==> config.mk <==
export PLATFORM = sky130hd
export DESIGN_NAME = fetch_unit
export DESIGN_NICKNAME = d
export VERILOG_FILES = /design/src/rtl/fetch_unit_pkg.sv /design/src/rtl/fetch_fifo.sv /design/src/rtl/fetch_unit.sv
export SDC_FILE = /design/constraint.sdc
export NUM_CORES = 1
export LEC_CHECK = 0
export CAP_MARGIN = 20
export CORE_MARGIN = 5
export CORE_UTILIZATION = 45
export DETAILED_ROUTE_END_ITERATION = 7
export PLACE_DENSITY = 0.72
export SYNTH_ARGS = -nofsm -noshare
export SYNTH_HDL_FRONTEND = slang
export SYNTH_SLANG_ARGS = --single-unit
==> constraint.sdc <==
create_clock -name clk -period 4.88 [get_ports clk]
set_input_delay 0.976 -clock clk [delete_from_list [all_inputs] [get_ports clk]]
set_output_delay 0.976 -clock clk [all_outputs]
set_load 0.05 [all_outputs]
==> src/rtl/fetch_unit_pkg.sv <==
// Shared constants and FSM encoding for the instruction fetch stage.
package fetch_unit_pkg;

    // Instruction presented to decode when the buffer is empty (addi x0, x0, 0)
    localparam logic [31:0] NOP_INSTR = 32'h0000_0013;

    // Default first fetch address after reset
    localparam logic [31:0] RESET_PC_DEFAULT = 32'h0000_0000;

    typedef enum logic [1:0] {
        ST_IDLE  = 2'd0,
        ST_FETCH = 2'd1,
        ST_FLUSH = 2'd2
    } fetch_state_e;

endpackage

==> src/rtl/fetch_fifo.sv <==
// Small in-order instruction buffer: registered storage, no bypass.
// A synchronous clear wins over push and pop in the same cycle.
module fetch_fifo #(
    parameter int DEPTH = 2,
    parameter int WIDTH = 64
) (
    input  logic                    clk,
    input  logic                    rst_n,
    input  logic                    clear,
    input  logic                    push,
    input  logic [WIDTH-1:0]        push_data,
    input  logic                    pop,
    output logic [WIDTH-1:0]        pop_data,
    output logic [$clog2(DEPTH):0]  count,
    output logic                    full,
    output logic                    empty
);
    localparam int AW = $clog2(DEPTH);

    logic [WIDTH-1:0] mem_reg [DEPTH];
    logic [AW-1:0]    wr_ptr_reg;
    logic [AW-1:0]    rd_ptr_reg;
    logic [AW:0]      count_reg;
    logic             do_push;
    logic             do_pop;

    assign full     = (count_reg == (AW+1)'(DEPTH));
    assign empty    = (count_reg == '0);
    assign do_push  = push && !full && !clear;
    assign do_pop   = pop && !empty && !clear;
    assign pop_data = mem_reg[rd_ptr_reg];
    assign count    = count_reg;

    // Pointer and occupancy bookkeeping; clear empties the buffer outright
    always_ff @(posedge clk or negedge rst_n) begin
        if (!rst_n) begin
            wr_ptr_reg <= '0;
            rd_ptr_reg <= '0;
            count_reg  <= '0;
        end else if (clear) begin
            wr_ptr_reg <= '0;
            rd_ptr_reg <= '0;
            count_reg  <= '0;
        end else begin
            if (do_push) wr_ptr_reg <= wr_ptr_reg + AW'(1);
            if (do_pop)  rd_ptr_reg <= rd_ptr_reg + AW'(1);
            count_reg <= count_reg + (AW+1)'(do_push) - (AW+1)'(do_pop);
        end
    end

    // Entry storage; only the slot at the write pointer loads
    always_ff @(posedge clk or negedge rst_n) begin
        if (!rst_n) begin
            for (int i = 0; i < DEPTH; i++) mem_reg[i] <= '0;
        end else if (do_push) begin
            mem_reg[wr_ptr_reg] <= push_data;
        end
    end

endmodule

==> src/rtl/fetch_unit.sv <==
// Instruction fetch stage: owns the PC, issues word-aligned requests under a
// credit limit, buffers in-order responses and hands {instr, pc, pc+4} to decode.
// Redirects flush the buffer and drop every response still in flight.
module fetch_unit
    import fetch_unit_pkg::*;
#(
    parameter int                    DATA_WIDTH = 32,
    parameter logic [DATA_WIDTH-1:0] RESET_PC   = DATA_WIDTH'(RESET_PC_DEFAULT),
    parameter int                    FIFO_DEPTH = 2
) (
    input  logic                  clk,
    input  logic                  rst_n,
    output logic                  imem_req_valid,
    input  logic                  imem_req_ready,
    output logic [DATA_WIDTH-1:0] imem_req_addr,
    input  logic                  imem_rsp_valid,
    input  logic [31:0]           imem_rsp_data,
    input  logic                  redirect_valid,
    input  logic [DATA_WIDTH-1:0] redirect_pc,
    output logic                  out_valid,
    input  logic                  out_ready,
    output logic [31:0]           out_instr,
    output logic [DATA_WIDTH-1:0] out_pc,
    output logic [DATA_WIDTH-1:0] out_pc_plus4
);
    localparam int CW = $clog2(FIFO_DEPTH) + 1;
    localparam int EW = 32 + DATA_WIDTH;

    fetch_state_e          state_reg, state_next;
    logic [DATA_WIDTH-1:0] pc_reg, pc_next;
    logic [CW-1:0]         outstanding_reg, outstanding_next;
    logic [CW-1:0]         discard_reg, discard_next;

    logic                  req_valid;
    logic                  accept;
    logic                  rsp_take;
    logic [CW:0]           credit_used;
    logic [DATA_WIDTH-1:0] rsp_pc;
    logic                  fifo_push, fifo_pop, fifo_full, fifo_empty;
    logic [CW-1:0]         fifo_count;
    logic [EW-1:0]         fifo_wdata, fifo_rdata;
    logic [31:0]           head_instr;
    logic [DATA_WIDTH-1:0] head_pc;
    logic                  unused_redirect_lsbs;

    // Low bits of the redirect target are dropped; instructions are word aligned
    assign unused_redirect_lsbs = ^redirect_pc[1:0];

    // Requests in flight plus buffered entries may never exceed the buffer depth,
    // which guarantees every response has a free slot when it arrives
    assign credit_used = {1'b0, outstanding_reg} + {1'b0, fifo_count};
    assign req_valid   = (state_reg == ST_FETCH) && !redirect_valid
                         && (credit_used < (CW+1)'(FIFO_DEPTH));
    assign accept      = req_valid && imem_req_ready;

    // A response with nothing outstanding is stray and ignored
    assign rsp_take = imem_rsp_valid && (outstanding_reg != '0);

    // Responses return in order, so the oldest in-flight request sits 4*outstanding behind pc
    assign rsp_pc     = pc_reg - (DATA_WIDTH'(outstanding_reg) << 2);
    assign fifo_wdata = {imem_rsp_data, rsp_pc};
    assign fifo_push  = rsp_take && (discard_reg == '0) && !redirect_valid;
    assign fifo_pop   = out_valid && out_ready;

    fetch_fifo #(
        .DEPTH (FIFO_DEPTH),
        .WIDTH (EW)
    ) u_fifo (
        .clk       (clk),
        .rst_n     (rst_n),
        .clear     (redirect_valid),
        .push      (fifo_push),
        .push_data (fifo_wdata),
        .pop       (fifo_pop),
        .pop_data  (fifo_rdata),
        .count     (fifo_count),
        .full      (fifo_full),
        .empty     (fifo_empty)
    );

    assign head_instr     = fifo_rdata[EW-1:DATA_WIDTH];
    assign head_pc        = fifo_rdata[DATA_WIDTH-1:0];
    assign imem_req_valid = req_valid;
    assign imem_req_addr  = pc_reg;
    assign out_valid      = !fifo_empty;
    assign out_instr      = fifo_empty ? NOP_INSTR : head_instr;
    assign out_pc         = fifo_empty ? '0 : head_pc;
    assign out_pc_plus4   = fifo_empty ? '0 : head_pc + DATA_WIDTH'(4);

    // PC, in-flight count and stale-response count for the next cycle
    always_comb begin
        pc_next          = pc_reg;
        outstanding_next = outstanding_reg + CW'(accept) - CW'(rsp_take);
        discard_next     = discard_reg;
        if (redirect_valid) begin
            pc_next      = {redirect_pc[DATA_WIDTH-1:2], 2'b00};
            discard_next = outstanding_next;
        end else begin
            if (accept) pc_next = pc_reg + DATA_WIDTH'(4);
            if (rsp_take && (discard_reg != '0)) discard_next = discard_reg - CW'(1);
        end
    end

    // Next-state logic; a redirect overrides whatever the current state wants
    always_comb begin
        state_next = state_reg;
        case (state_reg)
            ST_IDLE:  state_next = ST_FETCH;
            ST_FETCH: state_next = ST_FETCH;
            ST_FLUSH: if (discard_next == '0) state_next = ST_FETCH;
            default:  state_next = ST_IDLE;
        endcase
        if (redirect_valid) begin
            state_next = (discard_next != '0) ? ST_FLUSH : ST_FETCH;
        end
    end

    // State register and fetch bookkeeping
    always_ff @(posedge clk or negedge rst_n) begin
        if (!rst_n) begin
            state_reg       <= ST_IDLE;
            pc_reg          <= RESET_PC;
            outstanding_reg <= '0;
            discard_reg     <= '0;
        end else begin
            state_reg       <= state_next;
            pc_reg          <= pc_next;
            outstanding_reg <= outstanding_next;
            discard_reg     <= discard_next;
        end
    end

    a_no_overflow: assert property (@(posedge clk) disable iff (!rst_n)
        !(fifo_push && fifo_full));

    a_no_stray_rsp: assert property (@(posedge clk) disable iff (!rst_n)
        !(imem_rsp_valid && (outstanding_reg == '0)));

endmodule
# Yosys cells after proc, flatten, opt, wreduce, memory -nomap -nowiden
# Index checks and enable logic that the tools add are counted.
# op_classes
bitwise	2
order_cmp	4
reduce_logical	27
n_addsub	11
n_eq_ne	4
mux	22
# ops
operator	count
$mux W64	4
$mux W32	5
$bwmux W128	1
$add A32 B3 Y32 const B	2
$demux W64 S1	1
$sub A32 B4 Y32	1
$logic_and A1 B1 Y1	13
$mux W2	6
$reduce_bool A2 Y1	6
$logic_not A2 Y1	4
$add A2 B1 Y2	2
$eq A2 B2 Y1 const B	2
$ge A2 B2 Y1 const B	2
$mux W1	4
$not A1 Y2	2
$pmux W2 S2	1
$sub A2 B1 Y2	2
$add A2 B2 Y3	1
$logic_not A1 Y1	3
$lt A3 B2 Y1 const B	1
$ne A3 B3 Y1 const B	1
$add A1 B1 Y1 const B	2
$eq A2 B1 Y1 const B	1
$lt A2 B1 Y1 const B	1
2 further kinds	2
# word_totals
in_bits	70
reg_bits	170
wordCells	79

# Depth between registers and ports, before layout
# Gate-level depths: netlist (run 1).
# logic_depth
depth_word	11
ltp_mapped	14
depth_no_buf	13

# Modules after synthesis
# A second synthesis (run 1) with hierarchy kept.
# unflattened
cells_unflattened	912
area_unflattened_um2	10009.6
# by_module_without_submodules
module	n_inst	cells_each	area_per_inst_um2
fetch_fifo	1	366	6085.8
fetch_unit	1	546	3923.8

# Worst setup path before layout (run 1)
# OpenSTA, ideal clock, no wires.
# synth_path
path_type	register to output
start	reg u_fifo.rd_ptr_reg
end	out out_pc_plus4[26]
stages_incl_launch_ff	11
required_ps	3904
path_slack_ps	338
t_arrival_ps	3566
path_cell_list	dfrtp_1 -> buf_2 -> buf_2 -> buf_1 -> mux2_2 -> ha_1 -> nand4b_1 -> a221oi_2 -> nand4_1 -> o21a_1 -> nor3_1
# synth_between
elab_chain_len	6
# synth_rtl
element	line	rtl
start: declaration	fetch_fifo.sv:22	logic [AW-1:0] rd_ptr_reg;
start signal: assignment	fetch_fifo.sv:46	if (do_pop) rd_ptr_reg <= rd_ptr_reg + AW'(1);
$not A1 Y2 (not written as such)	fetch_fifo.sv:31	assign pop_data = mem_reg[rd_ptr_reg];
$mux W64 (not written as such) (3 in a row)	fetch_fifo.sv:31	
$add A32 B3 Y32	fetch_unit.sv:88	assign out_pc_plus4 = fifo_empty ? '0 : head_pc + DATA_WIDTH'(4);
$mux W32	fetch_unit.sv:88	
end: declaration	fetch_unit.sv:24	output logic [DATA_WIDTH-1:0] out_pc_plus4
# No other way between the ends. The select of a mux whose other input is x is not followed.

# Worst setup path in the final report (run 1)
# layout_path
start	reg u_fifo.rd_ptr_reg
end	out out_pc_plus4[21]
# The elaborated chain is that of the path after synthesis.

==> results of run 1 <==
[critical path: cells and delay by family, from the launching register on]
kind / cells / cell delay, ps
AND/OR/NAND/NOR: 3 / 870
AO/OA/AOI/OAI: 1 / 590
XOR/XNOR: 1 / 250
flip-flops: 1 / 670
buffers and inverters: 1 / 810
[layer usage]
layer / part of all wire [%] / up-vias / GRT usage, %
li1: - / 4099 / -
met1: 46 / 4019 / 30.6
met2: 47 / 262 / 35.0
met3: 5.5 / 24 / 4.33
met4: 1.3 / 0 / 5.13
met5: 0 / - / 0
[worst max-delay path by stage]
| stage | start | to | depth (start not counted) |
|---|---|---|---|
| after floorplan | u_fifo.rd_ptr_reg$_DFFE_PN0P_ | out_pc_plus4[26] | 10 |
| after global placement | u_fifo.rd_ptr_reg$_DFFE_PN0P_ | out_pc_plus4[21] | 6 |
| after detailed placement | u_fifo.rd_ptr_reg$_DFFE_PN0P_ | out_pc_plus4[21] | 6 |
| after CTS | u_fifo.rd_ptr_reg$_DFFE_PN0P_ | out_pc_plus4[21] | 6 |
| after global routing | u_fifo.rd_ptr_reg$_DFFE_PN0P_ | out_pc_plus4[21] | 6 |
| final | u_fifo.rd_ptr_reg$_DFFE_PN0P_ | out_pc_plus4[21] | 6 |
[layout make-up]
type / instances / share of cell area, %
clock buffers: 18 / 3.67
flip-flops and latches: 164 / 34.3
multi-input cells: 865 / 40.4
well taps: 270 / 2.82
inverters: 20 / 0.627
clock inverters: 14 / 1.28
repair buffers: 207 / 16.9
[logic make-up after synthesis]
| kind of cell | synth area share (%) |
|---|---|
| compound gates | 10.4 |
| simple gates | 27.6 |
| buf+inv | 4.42 |
| xor+xnor | 4.89 |
| other cells | 0.0403 |
| fa+ha+maj | 1.64 |
| flops | 44.1 |
| mux | 6.94 |
[power by group through the flow]
| stage | registers (mW) | logic, mW | clock network, mW |
|---|---|---|---|
| finish | 2.27 | 2.62 | 1.36 |
| global route | 2.34 | 2.89 | 1.43 |
| floorplan | 2.23 | 1.83 | 0 |
| CTS | 2.25 | 2.65 | 1.37 |
| global placement | 2.25 | 2.58 | 0 |
| detailed placement | 2.28 | 2.63 | 0 |
[cell usage in the layout (no fill, tap or decap), types with 11 or more instances in the layout]
cell               n
a21oi_1           17
and2_1            11
buf_4             23
clkbuf_16         17
clkdlybuf4s50_1  181
dfrtp_1          163
inv_1             20
mux2i_1           59
nand2_1          313
nand3_1           34
nand3b_1          12
nand4_1           29
nor2_1           105
nor2b_1           14
nor3_1            13
o21ai_0           91
xnor2_1           27
xor2_1            25
==> qor.txt, run 1 <==
total grt overflow - 0
final std cells w/o fill - 1558
ordered list of cells on the worst path - nand4b_1, a22oi_1, nand3_1, xnor2_1, nor2_1, clkdlybuf4s50_1
Slew Limit Headroom - 31.3%
# nets final - 1356
Top FF cell, synth - dfrtp_1
Skew-Pair Late Insertion Delay - 430 ps
CTS tree - yes
gr usage total - 21.8%
part of the power in combinational logic - 42.0%
status - finished, final reports clean
PortBufs - 191
fin. max-slew vios - 0
setup_tns - 0 ps
max FFs per register - 124
worst reg2reg setup slack - 1270 ps
minimum clock period - 4610 ps
PwrDens - 522 nW/um^2
post-route cell area - 12000 um^2
Post-synth EDFFs - 0
largest cells by area after synthesis - dfrtp_1, nand2_1, mux2i_1
Flop pwr share - 36.3%
total vias in the final route - 8404
Multi-input gate area - 4840 um^2
RSZ-0062 raised after global routing - false
Starting Density - 45.9%
# fillers - 1844
Post-DP HPWL - 17900 um
DR DRC count - 0
Sw Pwr - 2.69 mW
hold buffers post-CTS - 0
htree depth - 4
YS warnings - 0
area leader, netlist - dfrtp_1
share of layout cells above drive strength 1 - 6.06%
cell with the most instances after synthesis - nand2_1
core area - 20300 um^2
worst slew pin tran - 1020 ps
Syn Area/Cell - 8.32 um^2
first-pass GRT wire length - 42800 um
CTS buffer count - 17
post-route clock period utilization - 94.6%
Util after Layout - 59.0%
Critical R2R Launch - u_fifo.count[0]$_DFF_PN0_
Max Fanout on Critical Path - 41
Seq/Total Area, Yosys - 44.1%
area share of the largest cell type after synthesis - 44.1%
hold_sp - u_fifo.mem_reg[120]$_DFFE_PN0P_
largest net degree at the start of global routing - 102
Sink Count - 164
Design Power - 6.25 mW
Yosys reg bits - 164
die width - 154 um
final hold violation count - 0
synth unique cells - 58
root buf cell - clkbuf_16
Placed Area - 11400 um^2
IR drop worst, VDD - 0.000252 V
I/O pins - 200
final hold slack - 472 ps
Cell Int Power - 3.56 mW
clock power share - 21.7%
Post-Synthesis Cells - 1120
max-cap violation count - 0
row count - 52
hold crit path type - flop to flop
Iter 0 DRT Violations - 585
Setup Fix Bufs, Post-CTS - 0
final setup fails - 0
Routed WL - 25600 um
worst hold path depth - 2
1st-pass router iterations - 5
Synth async-reset ratio - 100%
critical path's largest stage delay - 810 ps
R2R depth - 13
FMAX - 0.217 GHz
DIE AREA - 23700 um^2
Max Buffers Root-to-Sink - 2
CP startpoint kind - flop
Synth top cells by count - nand2_1, dfrtp_1, nor2_1, o21ai_0, mux2i_1
Post-Place Worst Slack - 812 ps
cell count after placement - 1526
CP arrival - 3640 ps
clk_skew - 12.2 ps
critical path data required time - 3900 ps
switching part of the total - 43.1%
antenna violations before repair - 0
slack of the critical path - 265 ps
Worst setup EP type - output port
Die Y - 154 um
area grow syn2layout - 28.5%
post-DR wirelength/cell - 16.4 um
Clock Pin Slew Worst Setup and Hold Paths - 60 ps
vias in the first global route - 8301
Post-Syn Area - 9320 um^2
WHS Endpoint - u_fifo.mem_reg[120]$_DFFE_PN0P_
GPL Wtd Cong - 0.851
reg2reg end - state_reg[0]$_DFFE_PN0P_
DRT antenna net count - 0
Seq. cell area - 4110 um^2
drt via density - 5.39
Antenna Cells - 0
Lkg Pwr - 5.01 nW
post-cts gate resize count - 0
Critical Setup Path Class - flop to output port
slowest CP cell - clkdlybuf4s50_1
No activity file was read; power rests on OpenSTA's default activity.
==> inputs of run 2 (changes only) <==
Clock period 4.88 ns to 4.7 ns, I/O delays scaled along.
==> run 2 against run 1 <==
Compared with the run above: total power increased by 4.8%; count of clock-buffer cells in the layout is 1 lower; clock skew shrank 3.6 ps; via count decreased by 0.39%; critical path type unchanged; critical endpoint is now out_pc_plus4[19]; largest cell class unchanged.
==> qor.txt, run 2 (synthesis results as in run 1) <==
status - finished, final reports clean
hold crit path type - flop to flop
CTS tree - yes
root buf cell - clkbuf_16
clock power share - 22.4% (+0.7 points)
Placed Area - 11400 um^2 (about the same)
Max Buffers Root-to-Sink - 2 (unchanged)
DR DRC count - 0 (unchanged)
Buf/Inv on CP - 1 (unchanged)
switching part of the total - 42.7% (-0.36 points)
htree depth - 4 (unchanged)
total vias in the final route - 8371 (-0.39%)
core area - 20300 um^2 (unchanged)
most common cell after layout, fill and taps aside - nand2_1
antenna violations before repair - 0 (unchanged)
GPL Wtd Cong - 0.828 (-2.7%)
Routed met3 length - 1320 um (-5.6%)
Lkg Pwr - 5.04 nW (+0.69%)
Routed WL - 25400 um (-0.47%)
Flop pwr share - 35.9% (-0.4 points)
final std cells w/o fill - 1560 (+0.13%)
final hold slack - 471 ps (-0.618 ps)
share of layout cells above drive strength 1 - 6.59% (+0.53 points)
max FFs per register - 124 (unchanged)
Critical Setup Path Class - flop to output port
post-route cell area - 12000 um^2 (+0.37%)
DRT antenna net count - 0 (unchanged)
Worst setup EP type - output port
total grt overflow - 0 (unchanged)
# fillers - 1834 (-0.54%)
PortBufs - 191 (unchanged)
Cell Int Power - 3.75 mW (+5.5%)
Post-DP HPWL - 18000 um (+0.36%)
Slew Limit Headroom - 32.1% (+0.85 points)
post-DR wirelength/cell - 16.3 um (-0.60%)
worst slew pin tran - 1020 ps (-4.92 ps)
Setup crit start - u_fifo.rd_ptr_reg$_DFFE_PN0P_
Post-Place Worst Slack - 657 ps (-155 ps)
gr usage total - 21.6% (-0.14 points)
Setup crit end - out_pc_plus4[19]
Sink Count - 164 (unchanged)
reg2reg end - state_reg[0]$_DFFE_PN0P_
cell count after placement - 1527 (+0.066%)
Seq. cell area - 4110 um^2 (unchanged)
post-route clock period utilization - 94.5%
Critical R2R Launch - u_fifo.count[0]$_DFF_PN0_
max layer used - met4
Sw Pwr - 2.80 mW (+3.9%)
post-cts gate resize count - 0 (unchanged)
final hold violation count - 0 (unchanged)
FMAX - 0.225 GHz
critical path data required time - 3760 ps (-140 ps)
area grow syn2layout - 29.0%
die width - 154 um (unchanged)
max-cap violation count - 0 (unchanged)
Multi-input gate area - 4840 um^2 (unchanged)
met2 routed WL - 11600 um (-3.1%)
delay-heaviest family, CP - compound AO/OA/AOI/OAI gates
Clock Pin Slew Worst Setup and Hold Paths - 70 ps (about the same)
worst reg2reg setup slack - 1490 ps (+220 ps)
Antenna Cells - 0 (unchanged)
final setup fails - 0 (unchanged)
Skew-Pair Late Insertion Delay - 430 ps (about the same)
# nets final - 1358 (+0.15%)
first-pass GRT wire length - 42400 um (-0.89%)
slowest CP cell - clkdlybuf4s50_1
DIE AREA - 23700 um^2 (unchanged)
Max Fanout on Critical Path - 49 (+20%)
IR drop worst, VDD - 0.000350 V (+39%)
vias in the first global route - 8275 (-0.31%)
clk_skew - 8.63 ps (-3.60 ps)
M1 WL - 11900 um (+0.50%)
setup_tns - 0 ps (unchanged)
CTS buffer count - 17 (unchanged)
Util after Layout - 59.2% (+0.22 points)
fin. max-slew vios - 0 (unchanged)
PwrDens - 545 nW/um^2 (+4.4%)
most frequent cells in the layout - nand2_1, clkdlybuf4s50_1, dfrtp_1
largest net degree at the start of global routing - 108 (+5.9%)
RSZ-0062 raised after global routing - false
Design Power - 6.55 mW (+4.8%)
critical path's largest stage delay - 840 ps (+30 ps)
Iter 0 DRT Violations - 500 (-15%)
slack of the critical path - 258 ps (-6.74 ps)
Die Y - 154 um (unchanged)
minimum clock period - 4440 ps
drt via density - 5.37 (-0.52%)
cell count along the critical path - 5 (-1)
Starting Density - 45.9% (unchanged)
CP arrival - 3500 ps (-140 ps)
1st-pass router iterations - 4 (-1)
CP startpoint kind - flop
ordered list of cells on the worst path - nand4_1, a22oi_1, nand3_1, o31ai_1, clkdlybuf4s50_1
row count - 52 (unchanged)
I/O pins - 200 (unchanged)
part of the power in combinational logic - 41.7% (-0.3 points)
R2R depth - 13 (unchanged)
-- run 2: cell types whose count changed in the layout (fill, tap and decap cells not counted), sizes merged --
cell / previous run / this run
buf: 26 / 33
bufinv: 2 / 3
clkbuf: 18 / 17
clkdlybuf4s50: 181 / 176
clkinv: 4 / 3
clkinvlp: 4 / 3
inv: 24 / 26
-- run 2: how the worst min path moves through the flow --
stage | start | slack, ps | to | cells after the start
3_3_place_gp | u_fifo.mem_reg[90]$_DFFE_PN0P_ | 460 | u_fifo.mem_reg[90]$_DFFE_PN0P_ | 2
3_5_place_dp | u_fifo.mem_reg[120]$_DFFE_PN0P_ | 460 | u_fifo.mem_reg[120]$_DFFE_PN0P_ | 2
5_1_grt | u_fifo.mem_reg[92]$_DFFE_PN0P_ | 500 | u_fifo.mem_reg[92]$_DFFE_PN0P_ | 2
4_1_cts | u_fifo.mem_reg[120]$_DFFE_PN0P_ | 480 | u_fifo.mem_reg[120]$_DFFE_PN0P_ | 2
6_report | u_fifo.mem_reg[120]$_DFFE_PN0P_ | 470 | u_fifo.mem_reg[120]$_DFFE_PN0P_ | 2
2_1_floorplan | u_fifo.mem_reg[90]$_DFFE_PN0P_ | 440 | u_fifo.mem_reg[90]$_DFFE_PN0P_ | 2
-- run 2: area by class of cell --
cell class,count,share of cell area (%)
flip-flops and latches,164,34.2
repair buffers,209,16.9
multi-input cells,865,40.3
clock buffers,17,3.54
well taps,270,2.81
clock inverters,15,1.62
inverters,20,0.625
-- run 2: routing by layer --
layer / vias up / global-route usage, %
met3: 38 / 4.24
li1: 4101 / -
met4: 0 / 6.81
met5: - / 0
met1: 3999 / 31.0
met2: 233 / 33.3
-- run 2: what timing repair did --
item                                    4_1_cts  5_1_grt
hold buffers                                  0        0
endpoints found under the setup margin        0        4
buffers inserted                              0        1
-- run 2: power by group through the flow --
stage | Combinational (mW) | Clock, mW | Sequential (mW)
2_1_floorplan | 1.90 | 0 | 2.31
3_3_place_gp | 2.68 | 0 | 2.35
3_5_place_dp | 2.74 | 0 | 2.38
4_1_cts | 2.76 | 1.49 | 2.35
5_1_grt | 3.01 | 1.55 | 2.43
6_report | 2.73 | 1.47 | 2.35
-- run 2: worst register-to-register path: cells and delay by family (launching register included) --
family                   cells  cell delay [ps]
AND/OR/NAND/NOR              4              990
adder cells (fa/ha/maj)      3              840
AO/OA/AOI/OAI                2              440
flip-flops                   1              430
XOR/XNOR                     2              300
buffers and inverters        2              120
==> inputs of run 3 (changes only) <==
Settings changed: SKIP_CTS_REPAIR_TIMING from default to 1, SLEW_MARGIN from default to 20.
==> run 3 against run 2 <==
Compared with the run above: non-clock buffer count increased by 1; maximum frequency decreased by 0.34%; largest cell class unchanged; worst hold slack got worse by 100 ps; critical path type unchanged; register-to-register slack about the same; highest routed layer unchanged.
==> qor.txt, run 3 (synthesis results as in run 1) <==
Worst setup EP type - output port
total vias in the final route - 8352 (-0.23%)
CP arrival - 3520 ps (+20 ps)
DR DRC count - 0 (unchanged)
critical path data required time - 3760 ps (about the same)
antenna violations before repair - 0 (unchanged)
slowest CP cell - clkdlybuf4s50_1
vias in the first global route - 8275 (unchanged)
gr usage total - 21.6% (unchanged)
# nets final - 1359 (+0.074%)
Sink Count - 164 (unchanged)
die width - 154 um (unchanged)
largest net degree at the start of global routing - 108 (unchanged)
htree depth - 4 (unchanged)
Starting Density - 45.9% (unchanged)
IR drop worst, VDD - 0.000349 V (-0.28%)
Skew-Pair Late Insertion Delay - 430 ps (about the same)
total grt overflow - 0 (unchanged)
RSZ-0062 raised after global routing - false
FMAX - 0.224 GHz (-0.34%)
minimum clock period - 4460 ps (+15.1 ps)
Post-DP HPWL - 18000 um (unchanged)
# fillers - 1831 (-0.16%)
delay-heaviest family, CP - compound AO/OA/AOI/OAI gates
critical path's largest stage delay - 840 ps (about the same)
area grow syn2layout - 29.3%
Post-Place Worst Slack - 657 ps (unchanged)
DIE AREA - 23700 um^2 (unchanged)
status - finished, final reports clean
Critical Setup Path Class - flop to output port
1st-pass router iterations - 5 (+1)
GPL Wtd Cong - 0.828 (unchanged)
first-pass GRT wire length - 42400 um (unchanged)
CP startpoint kind - flop
drt via density - 5.35 (-0.29%)
post-route clock period utilization - 94.8% (+0.32 points)
Buf/Inv on CP - 1 (unchanged)
Antenna Cells - 0 (unchanged)
final setup fails - 0 (unchanged)
worst reg2reg setup slack - 1500 ps (about the same)
CTS buffer count - 17 (unchanged)
core area - 20300 um^2 (unchanged)
PortBufs - 191 (unchanged)
Die Y - 154 um (unchanged)
reg2reg end - state_reg[0]$_DFFE_PN0P_
cell count along the critical path - 5 (unchanged)
DRT antenna net count - 0 (unchanged)
I/O pins - 200 (unchanged)
final hold violation count - 0 (unchanged)
Routed WL - 25400 um (about the same)
Slew Limit Headroom - 33.7% (+1.5 points)
Critical R2R Launch - u_fifo.count[0]$_DFF_PN0_
final hold slack - 370 ps (-101 ps)
max-cap violation count - 0 (unchanged)
slack of the critical path - 243 ps (-15.1 ps)
Max Fanout on Critical Path - 49 (unchanged)
R2R depth - 13 (unchanged)
CTS tree - yes
PwrDens - 544 nW/um^2 (-0.17%)
post-DR wirelength/cell - 16.3 um (about the same)
fin. max-slew vios - 0 (unchanged)
Iter 0 DRT Violations - 486 (-2.8%)
max FFs per register - 124 (unchanged)
share of layout cells above drive strength 1 - 6.66% (+0.072 points)
most common cell after layout, fill and taps aside - nand2_1
setup_tns - 0 ps (unchanged)
most frequent cells in the layout - nand2_1, clkdlybuf4s50_1, dfrtp_1
Clock Pin Slew Worst Setup and Hold Paths - 70 ps (about the same)
Max Buffers Root-to-Sink - 2 (unchanged)
Lkg Pwr - 5.06 nW (+0.25%)
Setup crit end - out_pc_plus4[19]
ordered list of cells on the worst path - nand4_1, a22oi_1, nand3_1, o31ai_1, clkdlybuf4s50_1
hold crit path type - input pin to async pin
Setup crit start - u_fifo.rd_ptr_reg$_DFFE_PN0P_
clk_skew - 8.01 ps (-0.623 ps)
root buf cell - clkbuf_16
row count - 52 (unchanged)
worst slew pin tran - 987 ps (-30.6 ps)
[run 3: cell type report]
type                       count  area (um^2)  share of cell area [%]
clock buffer                  17          425                    3.53
sequential                   164         4110                    34.1
tap                          270          338                    2.81
inverter                      20         75.1                   0.623
multi-input combinational    865         4840                    40.2
clock inverter                15          195                    1.62
timing repair buffer         210         2060                    17.1
[run 3: through the flow]
step                      power, mW  utilization, %  area [um^2]  std cells
after CTS                      6.59            59.2        12000       1559
after global placement         5.03            56.1        11400       1527
after detailed placement       5.11            56.1        11400       1527
after global routing           6.99            59.3        12000       1561
final                          6.55            59.3        12000       1561
after floorplan                4.22               -         9330       1125
[run 3: worst min-delay path by stage]
stage / to
CTS: u_fifo.mem_reg[120]$_DFFE_PN0P_
global placement: u_fifo.mem_reg[90]$_DFFE_PN0P_
global route: imem_req_addr[3]$_DFFE_PN0N_
floorplan: u_fifo.mem_reg[90]$_DFFE_PN0P_
detailed placement: u_fifo.mem_reg[120]$_DFFE_PN0P_
finish: imem_req_addr[3]$_DFFE_PN0N_
[run 3: per-layer routing]
metal	part of all wire (%)	GRT usage, %	vias up
met5	0	0	-
met4	2.4	6.81	0
met3	5.1	4.24	40
met2	46	33.3	231
met1	47	31.0	3974
li1	-	-	4107
[run 3: power by group]
group          internal (mW)  total, mW  switching, mW
Sequential              1.91       2.35          0.443
Combinational          0.989       2.73           1.74
Clock                  0.852       1.46          0.612
Total                   3.75       6.55           2.80
